### config.mk
export PLATFORM = sky130hd
export DESIGN_NAME = vram_fill_arbiter
export DESIGN_NICKNAME = d
export VERILOG_FILES = /design/src/rtl/vram_fill_arbiter.sv
export SDC_FILE = /design/constraint.sdc
export NUM_CORES = 1
export LEC_CHECK = 0
export ABC_AREA = 1
export BUFFER_PORTS_ARGS = -buffer_cell sky130_fd_sc_hd__buf_2
export CAP_MARGIN = 20
export CORE_MARGIN = 5
export CORE_UTILIZATION = 45
export DETAILED_ROUTE_END_ITERATION = 10
export PLACE_DENSITY = 0.72
export SYNTH_ARGS = -nofsm -noshare
export SYNTH_HDL_FRONTEND = slang
export SYNTH_SLANG_ARGS = --single-unit
### constraint.sdc
create_clock -name CLOCK_50 -period 4.76 [get_ports CLOCK_50]
set_clock_uncertainty 0.1 [all_clocks]
set_input_delay 0.238 -clock CLOCK_50 [delete_from_list [all_inputs] [get_ports CLOCK_50]]
set_output_delay 0.238 -clock CLOCK_50 [all_outputs]
set_load 0.01 [all_outputs]
### src/rtl/vram_fill_arbiter.sv
// Screen RAM port B arbiter: CPU bus accesses (fixed priority) and a
// constant-byte fill engine that paints a wrap-around range one byte per cycle.
module vram_fill_arbiter #(
  parameter logic [15:0] VRAM_BASE = 16'h0200,
  parameter logic [15:0] REG_BASE  = 16'h0600
) (
  input  logic        CLOCK_50,
  input  logic        reset,
  input  logic        cpu_req,
  input  logic [15:0] cpu_addr,
  input  logic [7:0]  cpu_wdata,
  input  logic        rw,
  input  logic [7:0]  ram_q,
  output logic [9:0]  ram_addr,
  output logic [7:0]  ram_wdata,
  output logic        ram_wren,
  output logic [7:0]  cpu_rdata,
  output logic        cpu_rvalid,
  output logic        busy,
  output logic        fill_irq
);

  typedef enum logic {S_IDLE, S_RUN} state_t;

  state_t      state_q, state_d;
  logic [9:0]  start_q, start_d;
  logic [9:0]  len_q, len_d;
  logic [7:0]  value_q, value_d;
  logic [9:0]  addr_q, addr_d;
  logic [9:0]  remain_q, remain_d;
  logic [7:0]  fval_q, fval_d;
  logic        done_q, done_d;
  logic        irq_q, irq_d;
  logic [7:0]  rdata_q, rdata_d;
  logic        rvalid_q, rvalid_d;
  logic        rd_vram_q, rd_vram_d;

  logic [15:0] vram_off, reg_off;
  logic        vram_hit, reg_hit, reg_wr, reg_rd, start_req;

  // Unsigned wrap of the subtraction makes a single compare cover both bounds.
  assign vram_off  = cpu_addr - VRAM_BASE;
  assign reg_off   = cpu_addr - REG_BASE;
  assign vram_hit  = cpu_req && (vram_off < 16'd1024);
  assign reg_hit   = cpu_req && (reg_off < 16'd6);
  assign reg_wr    = reg_hit && !rw;
  assign reg_rd    = reg_hit && rw;
  assign start_req = reg_wr && (reg_off[2:0] == 3'd5) && cpu_wdata[0];

  assign busy     = (state_q == S_RUN);
  assign fill_irq = irq_q;
  assign cpu_rvalid = rvalid_q;
  // ram_q is already registered inside the RAM, so a VRAM read forwards it directly.
  assign cpu_rdata  = rd_vram_q ? ram_q : rdata_q;

  always_comb begin
    ram_addr  = '0;
    ram_wdata = '0;
    ram_wren  = 1'b0;
    if (reset) begin
      ram_wren = 1'b0;
    end else if (vram_hit) begin
      ram_addr  = vram_off[9:0];
      ram_wdata = cpu_wdata;
      ram_wren  = ~rw;
    end else if (state_q == S_RUN) begin
      ram_addr  = addr_q;
      ram_wdata = fval_q;
      ram_wren  = 1'b1;
    end
  end

  always_comb begin
    state_d   = state_q;
    start_d   = start_q;
    len_d     = len_q;
    value_d   = value_q;
    addr_d    = addr_q;
    remain_d  = remain_q;
    fval_d    = fval_q;
    done_d    = done_q;
    irq_d     = 1'b0;
    rdata_d   = '0;
    rvalid_d  = (vram_hit || reg_hit) && rw;
    rd_vram_d = vram_hit && rw;

    if (reg_wr) begin
      case (reg_off[2:0])
        3'd0:    start_d[7:0] = cpu_wdata;
        3'd1:    start_d[9:8] = cpu_wdata[1:0];
        3'd2:    len_d[7:0]   = cpu_wdata;
        3'd3:    len_d[9:8]   = cpu_wdata[1:0];
        3'd4:    value_d      = cpu_wdata;
        default: ;
      endcase
    end

    if (reg_rd) begin
      case (reg_off[2:0])
        3'd0:    rdata_d = start_q[7:0];
        3'd1:    rdata_d = {6'b0, start_q[9:8]};
        3'd2:    rdata_d = len_q[7:0];
        3'd3:    rdata_d = {6'b0, len_q[9:8]};
        3'd4:    rdata_d = value_q;
        3'd5: begin
          rdata_d = {6'b0, done_q, busy};
          done_d  = 1'b0;
        end
        default: rdata_d = '0;
      endcase
    end

    case (state_q)
      S_IDLE: begin
        if (start_req) begin
          state_d  = S_RUN;
          addr_d   = start_q;
          remain_d = len_q;
          fval_d   = value_q;
          done_d   = 1'b0;
        end
      end
      S_RUN: begin
        if (!vram_hit) begin
          addr_d   = addr_q + 10'd1;
          remain_d = remain_q - 10'd1;
          if (remain_q == '0) begin
            state_d = S_IDLE;
            done_d  = 1'b1;
            irq_d   = 1'b1;
          end
        end
      end
      default: state_d = S_IDLE;
    endcase
  end

  always_ff @(posedge CLOCK_50) begin
    if (reset) begin
      state_q   <= S_IDLE;
      start_q   <= '0;
      len_q     <= '0;
      value_q   <= '0;
      addr_q    <= '0;
      remain_q  <= '0;
      fval_q    <= '0;
      done_q    <= 1'b0;
      irq_q     <= 1'b0;
      rdata_q   <= '0;
      rvalid_q  <= 1'b0;
      rd_vram_q <= 1'b0;
    end else begin
      state_q   <= state_d;
      start_q   <= start_d;
      len_q     <= len_d;
      value_q   <= value_d;
      addr_q    <= addr_d;
      remain_q  <= remain_d;
      fval_q    <= fval_d;
      done_q    <= done_d;
      irq_q     <= irq_d;
      rdata_q   <= rdata_d;
      rvalid_q  <= rvalid_d;
      rd_vram_q <= rd_vram_d;
    end
  end

endmodule

==> reports/qor.csv, run 1 <==
stage,metric,value,unit
worst_setup_path,path_class,reg -> reg,
cts,ctsResizeCount,0,
cts,ctsHoldBuffers,0,
cts,clock_sinks,69,
final_layout,drive_gt1_share,14.5,%
cts,cts_tree,yes,
worst_setup_path,crit_path_end_kind,flip-flop,
routing,vias,4226,
run,maxCapViolCount,0,
floorplan,core,0.00868,sq mm
worst_setup_path,critPathRequiredTime,4.95,ns
cts,clkTransAtPathRegs,0.08,ns
synth,mappedNetlistArea,0.00398,sq mm
routing,vias_per_cell,5.12,
synth,syn_area_per_cell,6.02,sq um
synth,synth_edf_count,0,
timing,setup_violations,0,
routing,drt-pass1-iter-count,5,
routing,drt_wl_total,10900,microns
cts,numCtsBuffers,9,
grt,grt_pass1_wl,17700,microns
floorplan,die_x,104,microns
grt,grt_pass1_vias,3746,
grt,antenna_found_initial,0,
synth,yosysUniqueCellTypes,24,
timing,fin_tns_setup,0,ns
final_layout,regArea,0.00138,sq mm
floorplan,die_y,104,microns
placement,io_buffers,65,
min_path,whs_path_depth,3,
synth,yosys.area_share.xor_xnor,0,%
pwr,peakVddDrop,165,uV
pwr,power.share.combinational,5.3,%
synth,yosys-top-cells-area,"dfxtp_1, nand2_1, nor2_1",
cts,cts_buffer_depth,2,
cts,clock-root-buffer,clkbuf_8,
synth,synthFlopType,dfxtp_1,
synth,synthAdderAreaFrac,1.26,%
synth,yosys.area.top_type,dfxtp_1,
routing,ant_nets,0,
timing,finalCriticalPeriod,2.40,ns
timing,post-route-period-util,50.5,%
grt,grt_use_total,19.6,%
final_layout,nNetsFinal,753,
timing,finalHoldViolCount,0,
routing,drtIter0Drc,366,
timing,fmax,0.416,GHz
grt,gr-total-overflow,0,
worst_setup_path,reg2reg_depth,10,
timing,maxSlewHeadroom,57.4,%
final_layout,fillers,904,
synth,async_flop_share,0,%
pwr,p_per_area,250,mW/mm^2
final_layout,antennaDiodeCount,0,
pwr,static-leakage-power,0.00245,uW
floorplan,io_pins,66,
synth,yosys-top-cells-count,"nand2_1, nor2_1, inv_1",
timing,drv_slew,0,
cts,cts_setup_buffers,0,
placement,dpl.hpwl,7920,microns
worst_setup_path,start_kind,flip-flop,
synth,synth.area.mux_share,2.27,%
worst_setup_path,cp.arrival,2.59,ns
placement,place.gp.congestion,0.867,
synth,synth-warning-count,0,
grt,grt_max_degree,58,
pwr,power.share.switching,23.8,%
synth,synth-compound-area-share,10.8,%
synth,synth_top_area_share,34.7,%
synth,synthSimpleGateAreaFrac,39.8,%
final_layout,multi_input_area,0.00215,sq mm
floorplan,start_util,45.8,%
routing,wl_per_cell,13.2,microns
synth,synth_top_family_by_area,simple AND/OR/NAND/NOR gates,
synth,syn_nets,700,
timing,rsz0062_at_grt,no,
synth,seq_area_frac_synth,34.7,%
pwr,clkPwrFrac,44.0,%
timing,max_slew.worst_pin.slew,0.638,ns
timing,whs,0.0849,ns
synth,yosysMostFrequentCell,nand2_1,
cts,cts.htree.levels,3,
pwr,p_switching,271,uW
synth,ys_ff_latch,69,
min_path,min_path_type,in -> reg,
routing,drc,0,
cts,worstSkewPairLatency,0.35,ns
floorplan,rows,34,
floorplan,die_area,0.0108,sq mm
pwr,p_int,866,uW
pwr,p_seq_share,50.8,%
status,status,completed,
final_layout,area_delta_synth_final,14.4,%
synth,synth_cells,660,
worst_setup_path,crit_path_max_fanout,51,
==> placed cells by master (no fill, tap or decap), types with 3 or more instances in the layout <==
master | synthesis | final
a31oi_1 | 6 | 6
nand3b_1 | 3 | 3
o21ai_0 | 24 | 24
clkbuf_8 | 0 | 11
dfxtp_1 | 69 | 69
inv_1 | 81 | 81
buf_2 | 5 | 65
o22ai_1 | 10 | 10
nand3_1 | 39 | 39
buf_4 | 0 | 4
nand2_1 | 198 | 198
mux2_2 | 8 | 8
nor2_1 | 130 | 130
a21oi_1 | 41 | 41
ha_1 | 4 | 4
nand4_1 | 6 | 6
nand2_4 | 3 | 3
==> layer usage <==
metal | up-vias | global-route usage [%] | wire length, microns
met5 | - | 0 | 0
met3 | 23 | 4.59 | 579
met2 | 120 | 32.5 | 5260
met1 | 1920 | 24.7 | 4740
met4 | 0 | 7.12 | 293
li1 | 2163 | - | -
==> critical path, cell delays in order, from the launching register on <==
cell,delay (ns)
dfxtp_1,0.38
buf_4,0.34
inv_1,0.24
nand2_1,0.10
nor2_1,0.05
nand4_1,0.08
buf_4,0.44
nand2_1,0.31
nand2_1,0.13
nand2_1,0.05
nor2_1,0.10
==> final timing paths <==
check / to / start / slack (ns)
max reg2reg: remain_q[1] / busy / 2.36
max: remain_q[1] / busy / 2.36
min reg2reg: done_q / done_q / 0.39
min: start_q[2] / cpu_wdata[2] / 0.08
==> cells by family after synthesis <==
group / after synthesis
AND/OR/NAND/NOR: 387
buffers and inverters: 110
AO/OA/AOI/OAI: 82
flip-flops: 69
multiplexers: 8
adder cells (fa/ha/maj): 4
==> state kept, by name (all words and copies together) (netlist names) <==
register,cells
rd_vram_q,1
rdata_q,8
addr_q,10
remain_q,10
start_q,10
done_q,1
len_q,10
cpu_rvalid,1
busy,1
fill_irq,1
value_q,8
fval_q,8
==> layout make-up <==
cell class | instances | share of cell area [%]
multi-input combinational | 481 | 47.3
sequential | 69 | 30.4
timing repair buffer | 69 | 7.82
inverter | 83 | 6.85
clock buffer | 11 | 3.33
tap | 108 | 2.97
clock inverter | 5 | 1.29
==> power by group through the flow <==
stage	Combinational [uW]	Sequential, uW	Clock [uW]
finish	59.8	577	500
global route	65.6	577	537
CTS	58.8	577	508
detailed placement	58.6	590	0
global placement	57.0	590	0
floorplan	26.9	590	0
==> metrics by stage <==
| step | utilization (%) | cells | total power (uW) | cell area, sq um | worst slack [ns] |
|---|---|---|---|---|---|
| after detailed placement | 50.0 | 810 | 649 | 4340 | 2.40 |
| after global placement | 50.0 | 810 | 647 | 4340 | 2.46 |
| after CTS | 52.4 | 826 | 1140 | 4550 | 2.37 |
| after global routing | 52.4 | 826 | 1180 | 4550 | 2.11 |
| final | 52.4 | 826 | 1140 | 4550 | 2.36 |
| after floorplan | - | 660 | 617 | 3980 | 2.92 |
Power figures use the tool's default switching activity.
==> run 2, diff against run 1 <==
==> constraint.sdc (replaced) <==
create_clock -name CLOCK_50 -period 2.3 [get_ports CLOCK_50]
set_clock_uncertainty 0.1 [all_clocks]
set_input_delay 0.115 -clock CLOCK_50 [delete_from_list [all_inputs] [get_ports CLOCK_50]]
set_output_delay 0.115 -clock CLOCK_50 [all_outputs]
set_load 0.01 [all_outputs]
==> run 2 against run 1 <==
Compared with the run above:
- clock-buffer cell count is the same
- critical path depth grew 1
- sequential share of layout area shrank 0.50 points
- power grew 100%
- design area grew 1.7%
- critical path type is now in -> out
- largest cell class unchanged
==> reports/qor.csv, run 2 (same netlist as run 1, synthesis figures left out) <==
stage,metric,value,unit,change
status,status,completed,,
cts,ctsResizeCount,0,,unchanged
timing,max_slew.worst_pin.slew,0.618,ns,-0.0205 ns
grt,grt_pass1_wl,18000,microns,+1.4%
cts,cts_setup_buffers,0,,unchanged
routing,drc,0,,unchanged
floorplan,core,0.00868,sq mm,unchanged
timing,post-route-period-util,82.8,%,
grt,grt_pass1_vias,3773,,+0.72%
routing,drt-pass1-iter-count,5,,unchanged
pwr,static-leakage-power,0.00249,uW,+1.7%
grt,antenna_found_initial,0,,unchanged
worst_setup_path,cp.arrival,1.69,ns,-0.90 ns
cts,ctsHoldBuffers,6,,+6
worst_setup_path,crit_path_cell_trace,buf_2 > inv_1 > ha_1 > nand4_1 > nor2_1 > nand2_1 > nand2_1 > inv_2 > nand2_1 > a21oi_1 > buf_2,,
grt,gr-total-overflow,0,,unchanged
worst_setup_path,cpMostUsedCell,nand2_1,,
placement,dp_worst_setup_slack,0.278,ns,-2.12 ns
routing,met1_length,4650,microns,-1.8%
routing,vias_per_cell,5.11,,-0.16%
worst_setup_path,slowest_stage,ha_1,,
cts,numCtsBuffers,9,,unchanged
floorplan,io_pins,66,,unchanged
timing,worst_slack,0.396,ns,-1.96 ns
routing,highest_layer,met4,,
floorplan,die_x,104,microns,unchanged
timing,rsz0062_at_grt,no,,
final_layout,nNetsFinal,761,,+1.1%
worst_setup_path,r2r_slack,0.50,ns,-1.86 ns
grt,grt_max_degree,58,,unchanged
timing,finalCriticalPeriod,1.90,ns,
worst_setup_path,crit_path_max_fanout,19,,-63%
pwr,peakVddDrop,394,uV,+140%
routing,ant_nets,0,,unchanged
cts,clock-root-buffer,clkbuf_8,,
timing,setup_violations,0,,unchanged
cts,clock_sinks,69,,unchanged
cts,cts_buffer_depth,2,,unchanged
final_layout,final_cell_mix,"nand2_1, nor2_1, inv_1",,
placement,dpl.hpwl,7910,microns,-0.15%
cts,cts_tree,yes,,
routing,wl_per_cell,13.0,microns,-1.2%
timing,drv_slew,0,,unchanged
floorplan,start_util,45.8,%,unchanged
timing,finalHoldViolCount,0,,unchanged
cts,worstSkewPairLatency,0.34,ns,about the same
cts,cts.htree.levels,3,,unchanged
final_layout,area_delta_synth_final,16.3,%,
floorplan,die_y,104,microns,unchanged
worst_setup_path,crit_path_end_kind,output pin,,
placement,io_buffers,65,,unchanged
final_layout,stdcell_count,833,,+0.85%
floorplan,rows,34,,unchanged
worst_setup_path,start_kind,input port,,
final_layout,final_common_cell,nand2_1,,
worst_setup_path,path_class,in -> out,,
placement,place.gp.congestion,0.885,,+2.1%
routing,wl_met3,636,microns,+9.8%
timing,fin_tns_setup,0,ns,unchanged
run,maxCapViolCount,0,,unchanged
routing,drtIter0Drc,339,,-7.4%
worst_setup_path,critPathRequiredTime,2.09,ns,-2.86 ns
grt,grt_use_total,19.8,%,+0.21 points
worst_setup_path,cpPeakStageDelay,0.30,ns,-0.14 ns
pwr,p_per_area,503,mW/mm^2,+100%
timing,fmax,0.525,GHz,
floorplan,die_area,0.0108,sq mm,unchanged
final_layout,drive_gt1_share,14.5,%,about the same
routing,drt_wl_total,10800,microns,-0.33%
cts,clkTransAtPathRegs,0.07,ns,about the same
final_layout,antennaDiodeCount,0,,unchanged
placement,dpl.cell_count,812,,+0.25%
timing,maxSlewHeadroom,58.8,%,+1.4 points
min_path,min_path_type,in -> reg,,
routing,met2_length,5370,microns,+2.2%
routing,vias,4255,,+0.69%
==> run 2: changes by cell type in the layout (fill, tap and decap cells not counted) <==
cell and delta:
dlygate4sd3_1 +6, buf_12 +1, buf_4 +1, clkinv_4 -1
clkinvlp_4 -1, clkinv_2 +1
==> run 2: worst paths after layout <==
kind / startpoint / endpoint / depth (start not counted)
max: cpu_addr[9] / ram_wdata[5] / 11
min: cpu_wdata[1] / len_q[1] / 3
max reg2reg: remain_q[0] / done_q / 8
min reg2reg: done_q / done_q / 2
==> run 2: per-stage QoR <==
stage | utilization [%] | hold slack, ns | instance area [sq um] | total power, uW
CTS | 53.3 | 0.000751 | 4620 | 2350
floorplan | - | 0.0841 | 3980 | 1280
global placement | 50.3 | 0.303 | 4360 | 1340
global route | 53.3 | 0.0180 | 4620 | 2420
finish | 53.3 | 0.0222 | 4620 | 2320
detailed placement | 50.3 | 0.314 | 4360 | 1340
==> run 2: critical path: cells and delay by family <==
kind                       cells  cell delay [ns]
buffers and inverters          4             0.61
and+or+nand+nor                5             0.49
adders and majority gates      1             0.30
AOI/OAI and AO/OA              1             0.15
==> run 2: layer usage <==
layer / up-vias / track usage [%]
li1: 2172 / -
met1: 1937 / 25.4
met2: 132 / 34.0
met3: 14 / 2.98
met4: 0 / 6.01
met5: - / 0
==> run 2: power by group <==
part | leakage [uW] | total [uW] | internal [uW] | switching [uW]
registers | 0.000555 | 1190 | 1190 | 0.142
logic | 0.00183 | 130 | 44.9 | 84.7
clock network | 0.000101 | 1000 | 550 | 450
total | 0.00249 | 2320 | 1790 | 535
==> run 2: final cells by class <==
class | count | area, sq um
Clock buffer | 11 | 151
Clock inverter | 4 | 47.5
Fill cell | 889 | 4060
Inverter | 83 | 312
Multi-Input combinational cell | 481 | 2150
Sequential cell | 69 | 1380
Tap cell | 108 | 135
Timing Repair Buffer | 77 | 443
==> run 3, diff against run 2 <==
==> constraint.sdc (replaced) <==
create_clock -name CLOCK_50 -period 2 [get_ports CLOCK_50]
set_clock_uncertainty 0.1 [all_clocks]
set_input_delay 0.1 -clock CLOCK_50 [delete_from_list [all_inputs] [get_ports CLOCK_50]]
set_output_delay 0.1 -clock CLOCK_50 [all_outputs]
set_load 0.01 [all_outputs]
==> run 3 against run 2 <==
Compared with the run above:
- register-to-register slack got worse by 0.26 ns
- sequential power rose by 15%
- die area did not move
- sequential cell count did not move
- worst hold slack improved by 0.0024 ns
- non-clock buffer count rose by 6
- first-iteration DRC count fell by 15%
- sequential share of layout area fell by 0.45 points
- utilization rose by 0.81 points
- setup slack got worse by 0.19 ns
- critical path depth rose by 2
- clock-buffer cell count fell by 2
- largest cell class unchanged
==> reports/qor.csv, run 3 (same netlist as run 1, synthesis figures left out) <==
stage,metric,value,unit,change
floorplan,die_x,104,microns,unchanged
cts,cts_setup_buffers,0,,unchanged
routing,vias,4285,,+0.71%
routing,vias_per_cell,5.10,,-0.13%
grt,grt_pass1_vias,3902,,+3.4%
final_layout,stdcell_count,840,,+0.84%
worst_setup_path,crit_path_max_fanout,8,,-11
timing,drv_slew,0,,unchanged
timing,finalHoldViolCount,0,,unchanged
placement,place.gp.congestion,0.899,,+1.7%
timing,post-route-period-util,89.9,%,
placement,io_buffers,65,,unchanged
pwr,static-leakage-power,0.00252,uW,+0.99%
final_layout,antennaDiodeCount,0,,unchanged
cts,clock_sinks,69,,unchanged
cts,cts_buffer_depth,2,,unchanged
run,maxCapViolCount,0,,unchanged
timing,rsz0062_at_grt,no,,
final_layout,fin_util,54.1,%,+0.81 points
timing,finalCriticalPeriod,1.80,ns,
grt,gr-total-overflow,0,,unchanged
cts,clkTransAtPathRegs,0.08,ns,about the same
final_layout,area_delta_synth_final,18.0,%,
final_layout,nNetsFinal,767,,+0.79%
routing,drt-pass1-iter-count,5,,unchanged
timing,fmax,0.556,GHz,
routing,drc,0,,unchanged
floorplan,die_y,104,microns,unchanged
final_layout,final_cell_mix,"nand2_1, nor2_1, inv_1",,
worst_setup_path,critPathRequiredTime,1.80,ns,-0.29 ns
routing,wl_per_cell,13.1,microns,+1.1%
pwr,p_per_area,600,mW/mm^2,+19%
cts,worstSkewPairLatency,0.35,ns,about the same
timing,maxSlewHeadroom,58.0,%,-0.81 points
final_layout,final_common_cell,nand2_1,,
routing,drt_wl_total,11000,microns,+2.0%
timing,max_slew.worst_pin.slew,0.630,ns,+0.0122 ns
pwr,p_total,2820,uW,+21%
cts,clock-root-buffer,clkbuf_8,,
worst_setup_path,start_kind,input port,,
pwr,peakVddDrop,471,uV,+19%
grt,grt_max_degree,58,,unchanged
floorplan,start_util,45.8,%,unchanged
cts,cts.htree.levels,3,,unchanged
grt,grt_use_total,20.1,%,+0.29 points
floorplan,rows,34,,unchanged
worst_setup_path,crit_path_end_kind,output pin,,
timing,setup_violations,0,,unchanged
routing,drtIter0Drc,288,,-15%
grt,antenna_found_initial,0,,unchanged
worst_setup_path,path_class,in -> out,,
final_layout,drive_gt1_share,15.4,%,+0.95 points
floorplan,io_pins,66,,unchanged
cts,numCtsBuffers,9,,unchanged
worst_setup_path,cp.arrival,1.60,ns,-0.09 ns
status,status,completed,,
placement,dpl.hpwl,8050,microns,+1.7%
min_path,min_path_type,in -> reg,,
floorplan,die_area,0.0108,sq mm,unchanged
routing,ant_nets,0,,unchanged
cts,cts_tree,yes,,
grt,grt_pass1_wl,18200,microns,+1.4%
timing,fin_tns_setup,0,ns,unchanged
floorplan,core,0.00868,sq mm,unchanged
placement,dpl.cell_count,817,,+0.62%
-- run 3: cell count changes in the layout (fill, tap and decap cells not counted), sizes merged --
cell,before,now
buf,71,76
clkbuf,11,9
clkinv,2,4
bufinv,1,2
dlygate4sd3,6,7
-- run 3: layer usage --
metal	share of wire (%)	GRT usage (%)
met5	0	0
met4	0.82	4.16
met3	5.8	4.59
met2	49	34.5
met1	44	25.7
-- run 3: cell type report --
cell class | count | area (sq um)
sequential | 69 | 1380
fill | 902 | 3990
tap | 108 | 135
inverter | 83 | 317
clock inverter | 7 | 98.8
timing repair buffer | 83 | 482
clock buffer | 9 | 124
multi-input combinational | 481 | 2150
-- run 3: worst max-delay path: stages --
cell and delay, ns:
buf_2 0.13, inv_1 0.08, ha_1 0.16, inv_1 0.05, o21ai_0 0.13, o21ai_1 0.09
nor2_1 0.09, nand2_1 0.14, inv_2 0.10, buf_4 0.16, nand2_1 0.06, a21oi_1 0.16
buf_2 0.16
-- run 3: worst paths after layout --
check	start	to	slack [ns]	cells after the start
worst max-delay path	cpu_addr[9]	ram_wdata[4]	0.20	13
worst min-delay path	cpu_wdata[0]	value_q[0]	0.02	3
worst max register to register	remain_q[0]	busy	0.24	9
worst min register to register	done_q	done_q	0.38	2
-- run 3: report_power, final --
| group | internal [uW] | switching [uW] |
|---|---|---|
| combinational | 54.4 | 98.8 |
| sequential | 1370 | 0.172 |
| clock | 708 | 581 |
-- run 3: stage by stage --
| step | cell area, sq um | worst slack [ns] | hold WS, ns |
|---|---|---|---|
| final | 4690 | 0.201 | 0.0247 |
| after global routing | 4690 | 0.0171 | 0.0112 |
| after CTS | 4680 | 0.0913 | 0.00874 |
| after detailed placement | 4390 | 0.0307 | 0.288 |
| after global placement | 4390 | 0.0933 | 0.280 |
| after floorplan | 3980 | 0.374 | 0.0691 |
-- run 3: timing repair --
item / in CTS / in global routing
hold endpoints to repair: 21 / 0
gates resized for setup: 0 / 6
hold buffers: 7 / 0
setup endpoints to repair: 0 / 19
